**config.mk**
```make
export PLATFORM = sky130hd
export DESIGN_NAME = apb_master_fsm_flat
export DESIGN_NICKNAME = d
export VERILOG_FILES = /design/src/rtl/apb_master_fsm_if.sv /design/src/rtl/apb_master_fsm.sv /design/src/flat_wrapper.sv
export SDC_FILE = /design/constraint.sdc
export NUM_CORES = 1
export LEC_CHECK = 0
export ABC_AREA = 1
export BUFFER_PORTS_ARGS = -buffer_cell sky130_fd_sc_hd__buf_4
export CORE_MARGIN = 2
export CORE_UTILIZATION = 54
export DETAILED_ROUTE_END_ITERATION = 8
export PLACE_DENSITY = 0.78
export SYNTH_ARGS = -nofsm -noshare
export SYNTH_HDL_FRONTEND = slang
export SYNTH_SLANG_ARGS = --single-unit
```
**constraint.sdc**
```tcl
create_clock -name axi_clk -period 2 [get_ports axi_clk]
set_input_delay 0.2 -clock axi_clk [delete_from_list [all_inputs] [get_ports axi_clk]]
set_output_delay 0.2 -clock axi_clk [all_outputs]
set_load 0.1 [all_outputs]
```
**src/rtl/apb_master_fsm_if.sv**
```systemverilog
// APB4 bus bundle between the converter's master stage and the downstream APB slave.
interface apb_master_fsm_if #(
    parameter int unsigned AW_APB = 32,
    parameter int unsigned DW_APB = 32
) ();
    logic [AW_APB-1:0]   paddr;
    logic                psel;
    logic                penable;
    logic                pwrite;
    logic [DW_APB-1:0]   pwdata;
    logic [DW_APB/8-1:0] pstrb;
    logic [2:0]          pprot;
    logic [DW_APB-1:0]   prdata;
    logic                pready;
    logic                pslverr;

    modport master (
        output paddr, psel, penable, pwrite, pwdata, pstrb, pprot,
        input  prdata, pready, pslverr
    );

    modport slave (
        input  paddr, psel, penable, pwrite, pwdata, pstrb, pprot,
        output prdata, pready, pslverr
    );
endinterface

```
**src/rtl/apb_master_fsm.sv**
```systemverilog
// APB4 master stage of the AXI-Lite to APB converter: one SETUP/ACCESS transfer per request,
// one queued request per direction, PREADY timeout with forced error completion.
module apb_master_fsm #(
    parameter int unsigned AW_APB         = 32,
    parameter int unsigned DW_APB         = 32,
    parameter int unsigned TIMEOUT_CYCLES = 256
) (
    input  logic                axi_clk,
    input  logic                sys_areset,
    input  logic                start_write,
    input  logic                start_read,
    input  logic [AW_APB-1:0]   write_address,
    input  logic [AW_APB-1:0]   read_address,
    input  logic [DW_APB-1:0]   write_data,
    input  logic [DW_APB/8-1:0] be,
    input  logic [2:0]          wprot,
    input  logic [2:0]          rprot,
    output logic [DW_APB-1:0]   read_data,
    output logic                read_data_valid,
    output logic                done_write,
    output logic                slv_err,
    output logic                req_overflow,
    apb_master_fsm_if.master    apb
);
    localparam int unsigned SW   = DW_APB / 8;
    localparam int unsigned CntW = (TIMEOUT_CYCLES > 0) ? $clog2(TIMEOUT_CYCLES + 1) : 1;
    localparam logic [CntW-1:0] TSat  = CntW'(TIMEOUT_CYCLES);
    localparam logic [CntW-1:0] TLast = CntW'((TIMEOUT_CYCLES > 0) ? TIMEOUT_CYCLES - 1 : 0);

    typedef enum logic [1:0] {StIdle, StSetup, StAccess} state_e;

    state_e            state_q;
    logic              cur_write_q;
    logic [CntW-1:0]   tcnt_q;

    // pend_x stays set while direction x is queued or in flight
    logic              pend_w_q, pend_r_q;
    logic [AW_APB-1:0] w_addr_q, r_addr_q;
    logic [DW_APB-1:0] w_data_q;
    logic [SW-1:0]     w_be_q;
    logic [2:0]        w_prot_q, r_prot_q;

    logic [AW_APB-1:0] sel_waddr, sel_raddr;
    logic [DW_APB-1:0] sel_wdata;
    logic [SW-1:0]     sel_wbe;
    logic [2:0]        sel_wprot, sel_rprot;
    logic              timeout_hit;

    // IDLE bypass: a fresh strobe launches straight from the input bus
    always_comb begin
        sel_waddr   = pend_w_q ? w_addr_q : write_address;
        sel_wdata   = pend_w_q ? w_data_q : write_data;
        sel_wbe     = pend_w_q ? w_be_q   : be;
        sel_wprot   = pend_w_q ? w_prot_q : wprot;
        sel_raddr   = pend_r_q ? r_addr_q : read_address;
        sel_rprot   = pend_r_q ? r_prot_q : rprot;
        timeout_hit = (TIMEOUT_CYCLES != 0) && !apb.pready && (tcnt_q == TLast);
    end

    always_ff @(posedge axi_clk) begin
        if (sys_areset) begin
            state_q         <= StIdle;
            cur_write_q     <= 1'b0;
            tcnt_q          <= '0;
            pend_w_q        <= 1'b0;
            pend_r_q        <= 1'b0;
            w_addr_q        <= '0;
            r_addr_q        <= '0;
            w_data_q        <= '0;
            w_be_q          <= '0;
            w_prot_q        <= '0;
            r_prot_q        <= '0;
            read_data       <= '0;
            read_data_valid <= 1'b0;
            done_write      <= 1'b0;
            slv_err         <= 1'b0;
            req_overflow    <= 1'b0;
            apb.paddr       <= '0;
            apb.psel        <= 1'b0;
            apb.penable     <= 1'b0;
            apb.pwrite      <= 1'b0;
            apb.pwdata      <= '0;
            apb.pstrb       <= '0;
            apb.pprot       <= '0;
        end else begin
            done_write      <= 1'b0;
            read_data_valid <= 1'b0;

            if (start_write) begin
                if (pend_w_q) begin
                    req_overflow <= 1'b1;
                end else begin
                    pend_w_q <= 1'b1;
                    w_addr_q <= write_address;
                    w_data_q <= write_data;
                    w_be_q   <= be;
                    w_prot_q <= wprot;
                end
            end
            if (start_read) begin
                if (pend_r_q) begin
                    req_overflow <= 1'b1;
                end else begin
                    pend_r_q <= 1'b1;
                    r_addr_q <= read_address;
                    r_prot_q <= rprot;
                end
            end

            unique case (state_q)
                StIdle: begin
                    if (pend_w_q || start_write) begin
                        state_q     <= StSetup;
                        cur_write_q <= 1'b1;
                        apb.psel    <= 1'b1;
                        apb.pwrite  <= 1'b1;
                        apb.paddr   <= sel_waddr;
                        apb.pwdata  <= sel_wdata;
                        apb.pstrb   <= sel_wbe;
                        apb.pprot   <= sel_wprot;
                    end else if (pend_r_q || start_read) begin
                        state_q     <= StSetup;
                        cur_write_q <= 1'b0;
                        apb.psel    <= 1'b1;
                        apb.pwrite  <= 1'b0;
                        apb.paddr   <= sel_raddr;
                        apb.pwdata  <= '0;
                        apb.pstrb   <= '0;
                        apb.pprot   <= sel_rprot;
                    end
                end
                StSetup: begin
                    state_q     <= StAccess;
                    apb.penable <= 1'b1;
                    tcnt_q      <= '0;
                end
                StAccess: begin
                    if (apb.pready || timeout_hit) begin
                        state_q     <= StIdle;
                        apb.psel    <= 1'b0;
                        apb.penable <= 1'b0;
                        slv_err     <= timeout_hit ? 1'b1 : apb.pslverr;
                        if (cur_write_q) begin
                            done_write <= 1'b1;
                            pend_w_q   <= 1'b0;
                        end else begin
                            read_data_valid <= 1'b1;
                            read_data       <= timeout_hit ? '0 : apb.prdata;
                            pend_r_q        <= 1'b0;
                        end
                    end else if (tcnt_q != TSat) begin
                        tcnt_q <= tcnt_q + 1'b1;
                    end
                end
                default: state_q <= StIdle;
            endcase
        end
    end
endmodule
```
**src/flat_wrapper.sv**
```systemverilog
// flat-port wrapper written by rule: the top's interface ports become plain ports
module apb_master_fsm_flat 
#(
    parameter int unsigned AW_APB         = 32,
    parameter int unsigned DW_APB         = 32,
    parameter int unsigned TIMEOUT_CYCLES = 256
)
  (axi_clk, sys_areset, start_write, start_read, write_address, read_address, write_data, be, wprot, rprot, read_data, read_data_valid, done_write, slv_err, req_overflow, apb_paddr, apb_psel, apb_penable, apb_pwrite, apb_pwdata, apb_pstrb, apb_pprot, apb_prdata, apb_pready, apb_pslverr);
  apb_master_fsm_if #(.AW_APB(AW_APB), .DW_APB(DW_APB)) apb_i ();
  input  logic axi_clk;
  input  logic sys_areset;
  input  logic start_write;
  input  logic start_read;
  input  logic [AW_APB-1:0] write_address;
  input  logic [AW_APB-1:0] read_address;
  input  logic [DW_APB-1:0] write_data;
  input  logic [DW_APB/8-1:0] be;
  input  logic [2:0] wprot;
  input  logic [2:0] rprot;
  output logic [DW_APB-1:0] read_data;
  output logic read_data_valid;
  output logic done_write;
  output logic slv_err;
  output logic req_overflow;
  output wire logic [$bits(apb_i.paddr)-1:0] apb_paddr;
  output wire logic [$bits(apb_i.psel)-1:0] apb_psel;
  output wire logic [$bits(apb_i.penable)-1:0] apb_penable;
  output wire logic [$bits(apb_i.pwrite)-1:0] apb_pwrite;
  output wire logic [$bits(apb_i.pwdata)-1:0] apb_pwdata;
  output wire logic [$bits(apb_i.pstrb)-1:0] apb_pstrb;
  output wire logic [$bits(apb_i.pprot)-1:0] apb_pprot;
  input wire logic [$bits(apb_i.prdata)-1:0] apb_prdata;
  input wire logic [$bits(apb_i.pready)-1:0] apb_pready;
  input wire logic [$bits(apb_i.pslverr)-1:0] apb_pslverr;
  assign apb_paddr = apb_i.paddr;
  assign apb_psel = apb_i.psel;
  assign apb_penable = apb_i.penable;
  assign apb_pwrite = apb_i.pwrite;
  assign apb_pwdata = apb_i.pwdata;
  assign apb_pstrb = apb_i.pstrb;
  assign apb_pprot = apb_i.pprot;
  assign apb_i.prdata = apb_prdata;
  assign apb_i.pready = apb_pready;
  assign apb_i.pslverr = apb_pslverr;
  apb_master_fsm #(.AW_APB(AW_APB), .DW_APB(DW_APB), .TIMEOUT_CYCLES(TIMEOUT_CYCLES)) u_core (.axi_clk(axi_clk), .sys_areset(sys_areset), .start_write(start_write), .start_read(start_read), .write_address(write_address), .read_address(read_address), .write_data(write_data), .be(be), .wprot(wprot), .rprot(rprot), .read_data(read_data), .read_data_valid(read_data_valid), .done_write(done_write), .slv_err(slv_err), .req_overflow(req_overflow), .apb(apb_i));
endmodule
```
Yosys cells after proc, flatten, opt, wreduce, memory -nomap -nowiden:

Cells that the tools add are included.

* eq/ne operators: 8
* add/sub/neg operators: 1
* bitwise operators: 3
* reductions and logical operators: 17
* mux-type cells: 44

Operators with widths (number)
* $mux W32: 8
* $mux W1: 20
* $mux W9: 2
* $pmux W9 S2: 1
* $mux W3: 4
* $mux W4: 3
* $add A9 B1 Y9 const B: 1
* $eq A9 B8 Y1 const B: 1
* $ne A9 B9 Y1 const B: 1
* $reduce_and A3 Y1: 3
* $reduce_and A2 Y1: 4
* $mux W2: 3
* $pmux W2 S3: 1
* $reduce_bool A2 Y1: 3
* $ne A2 B1 Y1 const B: 2
* $pmux W1 S2: 2
* $logic_or A1 B1 Y1: 3
* $ne A3 B1 Y1 const B: 1
* $not A1 Y1: 3
* $reduce_or A3 Y1: 1
* $eq A2 B1 Y1 const B: 1
* $eq A2 B2 Y1 const B: 1
* $logic_not A2 Y1: 1
* $ne A2 B2 Y1 const B: 1
* 2 further kinds: 2

* register bits: 229
* word-level logic and storage cells: 95
* bits of input ports: 144
* output and inout port bits: 110

Longest topological paths before layout:

* word-level depth: 5
* depth in mapped cells: 11

Least setup slack after synthesis:

No wires, ideal clock.

* path kind: flip-flop to flip-flop
* from: reg u_core.tcnt_q[1]
* to: reg u_core.read_data[10]
* buffers on the path: 1
* slack: 0.129 ns
* required time: 1.938 ns
* arrival time: 1.808 ns
* clock period less this slack: 1.871 ns
* library setup time: 0.062 ns
* cell stages (with the launch flop): 12
* cells stage by stage: dfxtp_1 > ha_1 > nand2_1 > nor4_1 > ha_1 > nor2_2 > nor2_8 > nand2_4 > nor2_4 > buf_4 > nand3_1 > nand2_1

* cells in the longest elaborated chain, start to end: 4

Ends and longest elaborated chain
* start: declaration: line apb_master_fsm.sv:34 `logic [CntW-1:0] tcnt_q;`
* start signal: assignment: line apb_master_fsm.sv:152 `tcnt_q <= tcnt_q + 1'b1;`
* $eq A9 B8 Y1 *: line apb_master_fsm.sv:57 `timeout_hit = (TIMEOUT_CYCLES != 0) && !apb.pready && (tcnt_q == TLast);`
* $logic_and A1 B1 Y1 *: line apb_master_fsm.sv:57
* $logic_or A1 B1 Y1: line apb_master_fsm.sv:138 `if (apb.pready || timeout_hit) begin`
* $reduce_and A3 Y1 (no source line)
* end signal: assignment: line apb_master_fsm.sv:148 `read_data <= timeout_hit ? '0 : apb.prdata;`
* end: declaration: line apb_master_fsm.sv:18 `output logic [DW_APB-1:0] read_data,`

Mark *: on every way between the ends. The rest lies on a longest branch, timed or not.
A chain may end at the register's enable or synchronous reset.

Worst setup path in the final report:

* from: reg u_core.tcnt_q[5]
* to: reg u_core.read_data[27]

Same word-level chain as after synthesis.

==> flow_summary.html <==
<table>
<tr><th>Metric</th><th>Value</th></tr>
<tr><th colspan="2">Global route</th></tr>
<tr><td>First-pass GRT wire length</td><td>44.3 mm</td></tr>
<tr><td>Via count of the first global-routing pass</td><td>9232</td></tr>
<tr><td>Overall overflow remaining after global route</td><td>0</td></tr>
<tr><td>Largest net degree at the start of global routing</td><td>72</td></tr>
<tr><td>Overall routing resource usage</td><td>26.5%</td></tr>
<tr><td>Number of antenna violations at the first check in global routing</td><td>0</td></tr>
<tr><th colspan="2">Status</th></tr>
<tr><td>Outcome</td><td>finished, final reports clean</td></tr>
<tr><th colspan="2">Floorplanning</th></tr>
<tr><td>Height of the chip</td><td>142 µm</td></tr>
<tr><td>Width of the chip</td><td>around 140 µm</td></tr>
<tr><td>Initial Utilization</td><td>55.0%</td></tr>
<tr><td>Site row count</td><td>50</td></tr>
<tr><td>Floorplan core area</td><td>approximately 0.019 mm²</td></tr>
<tr><td>I/O pin count</td><td>about 250</td></tr>
<tr><td>Die Area</td><td>0.0201 mm²</td></tr>
<tr><th colspan="2">Synthesis</th></tr>
<tr><td>Fraction of synthesis flops using an asynchronous set or reset pin</td><td>0%</td></tr>
<tr><td>Number of warnings reported in the yosys synthesis log</td><td>0</td></tr>
<tr><td>Post-synth net total</td><td>1628</td></tr>
<tr><td>Cell Area, Synth</td><td>0.0102 mm²</td></tr>
<tr><td>Syn avg cell area</td><td>slightly below 7 µm²</td></tr>
<tr><td>Cell variety after synth</td><td>30</td></tr>
<tr><td>Top-area cell type share of the netlist area</td><td>44.7%</td></tr>
<tr><td>Dominant register cell in the synthesized netlist</td><td>dfxtp_1</td></tr>
<tr><td>Sequential fraction of the synthesis area</td><td>44.7%</td></tr>
<tr><td>Area leader, netlist</td><td>dfxtp_1</td></tr>
<tr><td>Count of mapped cells out of synthesis</td><td>1477</td></tr>
<tr><td>Post-synthesis sequential element count</td><td>229</td></tr>
<tr><td>Post-synth EDFFs</td><td>0</td></tr>
<tr><td>Cell types occupying the most area after synthesis</td><td>dfxtp_1 (45%), nand2_1 (10%), inv_1 (9.7%)</td></tr>
<tr><th colspan="2">Flow run</th></tr>
<tr><td>Max capacitance violation total</td><td>0</td></tr>
<tr><th colspan="2">Min path</th></tr>
<tr><td>Type of the most critical hold path</td><td>in -&gt; reg</td></tr>
<tr><th colspan="2">Routing</th></tr>
<tr><td>Detailed router's first-iteration violation count</td><td>just under 700</td></tr>
<tr><td>First-pass iteration count of the detailed router</td><td>6</td></tr>
<tr><td>Routed vias</td><td>10300</td></tr>
<tr><td>Vias/cell</td><td>about 5.2</td></tr>
<tr><td>WL per Instance</td><td>14.4 µm</td></tr>
<tr><td>Count of nets left with antenna violations after detail routing</td><td>0</td></tr>
<tr><td>Total detailed-routing wirelength</td><td>28.4 mm</td></tr>
<tr><td>Drt drc</td><td>0</td></tr>
<tr><th colspan="2">Setup path</th></tr>
<tr><td>Crit-path max FO</td><td>6</td></tr>
<tr><td>Setup slack of the worst register-to-register path</td><td>between 0.03 and 0.04 ns</td></tr>
<tr><td>Data arrival at the endpoint of the critical path</td><td>roughly 2.4 ns</td></tr>
<tr><td>CP Launch Type</td><td>flip-flop</td></tr>
<tr><td>Nature of the critical path endpoint</td><td>flip-flop</td></tr>
<tr><td>CP Data Required Time</td><td>2.45 ns</td></tr>
<tr><td>Crit Path Class</td><td>reg -&gt; reg</td></tr>
<tr><th colspan="2">Clocking</th></tr>
<tr><td>Clock net sink count</td><td>229</td></tr>
<tr><td>CTS tree</td><td>done</td></tr>
<tr><td>Clock transition at the register clock pins on the worst setup and hold paths after CTS</td><td>0.07 ns</td></tr>
<tr><td>Worst-skew pair later-pin latency</td><td>slightly above 0.5 ns</td></tr>
<tr><td>Number of buffers between clock root and the deepest sink</td><td>3</td></tr>
<tr><td>Inserted Clock Buffers</td><td>24</td></tr>
<tr><td>Clock Tree Root</td><td>clkbuf_16</td></tr>
<tr><td>H-Tree Level Count</td><td>1</td></tr>
<tr><th colspan="2">Cells and area</th></tr>
<tr><td>Area added between synthesis and finish</td><td>34.2%</td></tr>
<tr><td>Antenna fix cells</td><td>0</td></tr>
<tr><td>Layout cell share with drive strength beyond 1</td><td>approximately a fifth</td></tr>
<tr><td>Sequential cell area</td><td>0.00459 mm²</td></tr>
<tr><td>Post-Layout Cell Count</td><td>between 1500 and 2000</td></tr>
<tr><td>Total Nets Final</td><td>1876</td></tr>
<tr><td>Count of fill cells added during filler insertion</td><td>1509</td></tr>
<tr><td>Footprint of the multi-input gates</td><td>about 0.0043 mm²</td></tr>
<tr><th colspan="2">Timing</th></tr>
<tr><td>Setup violations, final</td><td>0</td></tr>
<tr><td>Final period util</td><td>98.5%</td></tr>
<tr><td>Max_slew headroom</td><td>between 50% and 60%</td></tr>
<tr><td>Worst slew pin tran</td><td>between 0.6 and 0.7 ns</td></tr>
<tr><td>Worst Setup Slack, final</td><td>0.0306 ns</td></tr>
<tr><td>Peak Freq</td><td>508 MHz</td></tr>
<tr><td>Shortest period the worst path allows</td><td>1.97 ns</td></tr>
<tr><td>Post-route setup TNS</td><td>0 ns</td></tr>
<tr><td>Final Skew</td><td>0.0128 ns</td></tr>
<tr><td>Total count of hold-check failures in the final report</td><td>0</td></tr>
<tr><td>Pins over their slew limit</td><td>0</td></tr>
<tr><th colspan="2">Power and ir drop</th></tr>
<tr><td>Leakage power</td><td>7.03 nW</td></tr>
<tr><td>VDD IR max</td><td>0.699 mV</td></tr>
<tr><td>Total power divided by cell area</td><td>1080 mW/mm²</td></tr>
<tr><th colspan="2">Placement</th></tr>
<tr><td>PortBufs</td><td>253</td></tr>
<tr><td>Placed wire-length estimate after detailed placement</td><td>17.5 mm</td></tr>
<tr><td>RD Place Congestion</td><td>0.818</td></tr>
<tr><td>Worst slack at placement</td><td>0.0229 ns</td></tr>
<tr><td>Placed cells</td><td>~1900</td></tr>
</table>
[power breakdown]
| part | switching, mW | internal, mW |
|---|---|---|
| combinational | 3.62 | 1.26 |
| clock | 1.83 | 2.89 |
| sequential | 0.248 | 5.04 |
[metrics by stage]
stage               util (%)  area, µm²  hold slack (ns)  total power, mW
finish                  73.8      13700           0.0188             14.9
detailed placement      66.3      12400            0.419             10.1
global placement        66.3      12400            0.416             10.1
floorplan                  -      10200            0.331             8.96
global route            73.8      13700           0.0467             15.5
CTS                     72.7      13500          0.00296             14.9
[sequential cells by signal (all words and copies together) (netlist names), 4 cells and up]
name / count
u_core.apb.pstrb: 4
u_core.w_addr_q: 32
u_core.w_be_q: 4
u_core.tcnt_q: 9
u_core.r_addr_q: 32
u_core.w_data_q: 32
u_core.read_data: 32
u_core.apb.pwdata: 32
u_core.apb.paddr: 32
[metal layers]
layer / track usage (%) / wire length, µm / vias to the layer above
met5: 0 / 0 / -
met4: 7.89 / 627 / 0
met3: 5.20 / 2140 / 50
met2: 44.8 / 13500 / 370
met1: 34.5 / 12100 / 4691
li1: - / - / 5198
[path summary, 6_finish.rpt]
path                                                           to                              start  depth (start not counted)
worst max register to register  u_core.read_data[27]$_SDFFE_PP0P_      u_core.tcnt_q[5]$_SDFFE_PP0P_                         10
worst min register to register  u_core.apb.pwdata[0]$_SDFFE_PP0P_  u_core.apb.pwdata[0]$_SDFFE_PP0P_                          2
worst max-delay path            u_core.read_data[27]$_SDFFE_PP0P_      u_core.tcnt_q[5]$_SDFFE_PP0P_                         10
worst min-delay path               u_core.req_overflow$_SDFF_PP0_                        start_write                          5
[Yosys cell counts (7+ instances only)]
library cell,count
nand2_1,272
inv_1,264
dfxtp_1,229
a21oi_1,191
o21ai_0,156
nand3_1,110
nor2_1,60
clkbuf_1,43
o211ai_1,35
buf_2,26
o21ai_1,25
buf_1,20
buf_4,12
ha_1,7
[kinds of logic after synthesis]
family,count (synthesis),share of synthesized area (%)
buffers and inverters,372,14.4
and+or+nand+nor,459,19.0
adders and majority gates,7,0.855
AOI/OAI and AO/OA,410,21.0
DFF,229,44.7
[timing repair]
item | in CTS | in global routing
endpoints found under the setup margin | 0 | 38
hold buffers | 34 | 0
setup buffers | 0 | 5
gates resized for setup | 0 | 25
hold endpoints to repair | 34 | 0
[area by class of cell]
type                       count  area share, %
sequential                   229           33.4
multi-input combinational    876           31.0
timing repair buffer         323           19.9
inverter                     271           7.44
clock buffer                  35           5.26
tap                          234           2.13
clock inverter                 7          0.846
[placed cells by master, fill, tap and decap left out, types with 4 or more instances in the layout]
cell,instances
buf_4,270
nand2_1,268
inv_1,264
dfxtp_1,221
a21oi_1,191
o21ai_0,156
nand3_1,105
nor2_1,60
o211ai_1,35
dlygate4sd3_1,34
clkbuf_16,27
o21ai_1,25
buf_12,14
dfxtp_2,8
nor2_4,6
clkbuf_8,6
nand3_2,5
ha_1,5
nand2_2,4
inv_2,4
clkbuf_1,4
[worst max-delay path, cell delays in order (launching register included)]
cell and delay, ns:
dfxtp_2 0.37, nand2_2 0.09, nor4_4 0.26, ha_2 0.25, nor2_4 0.06, nor2_8 0.15
nand2_4 0.07, nor2_4 0.27, clkbuf_16 0.22, nand3_1 0.09, nand2_1 0.09
Note: power is estimated with default switching activity, not from simulation.
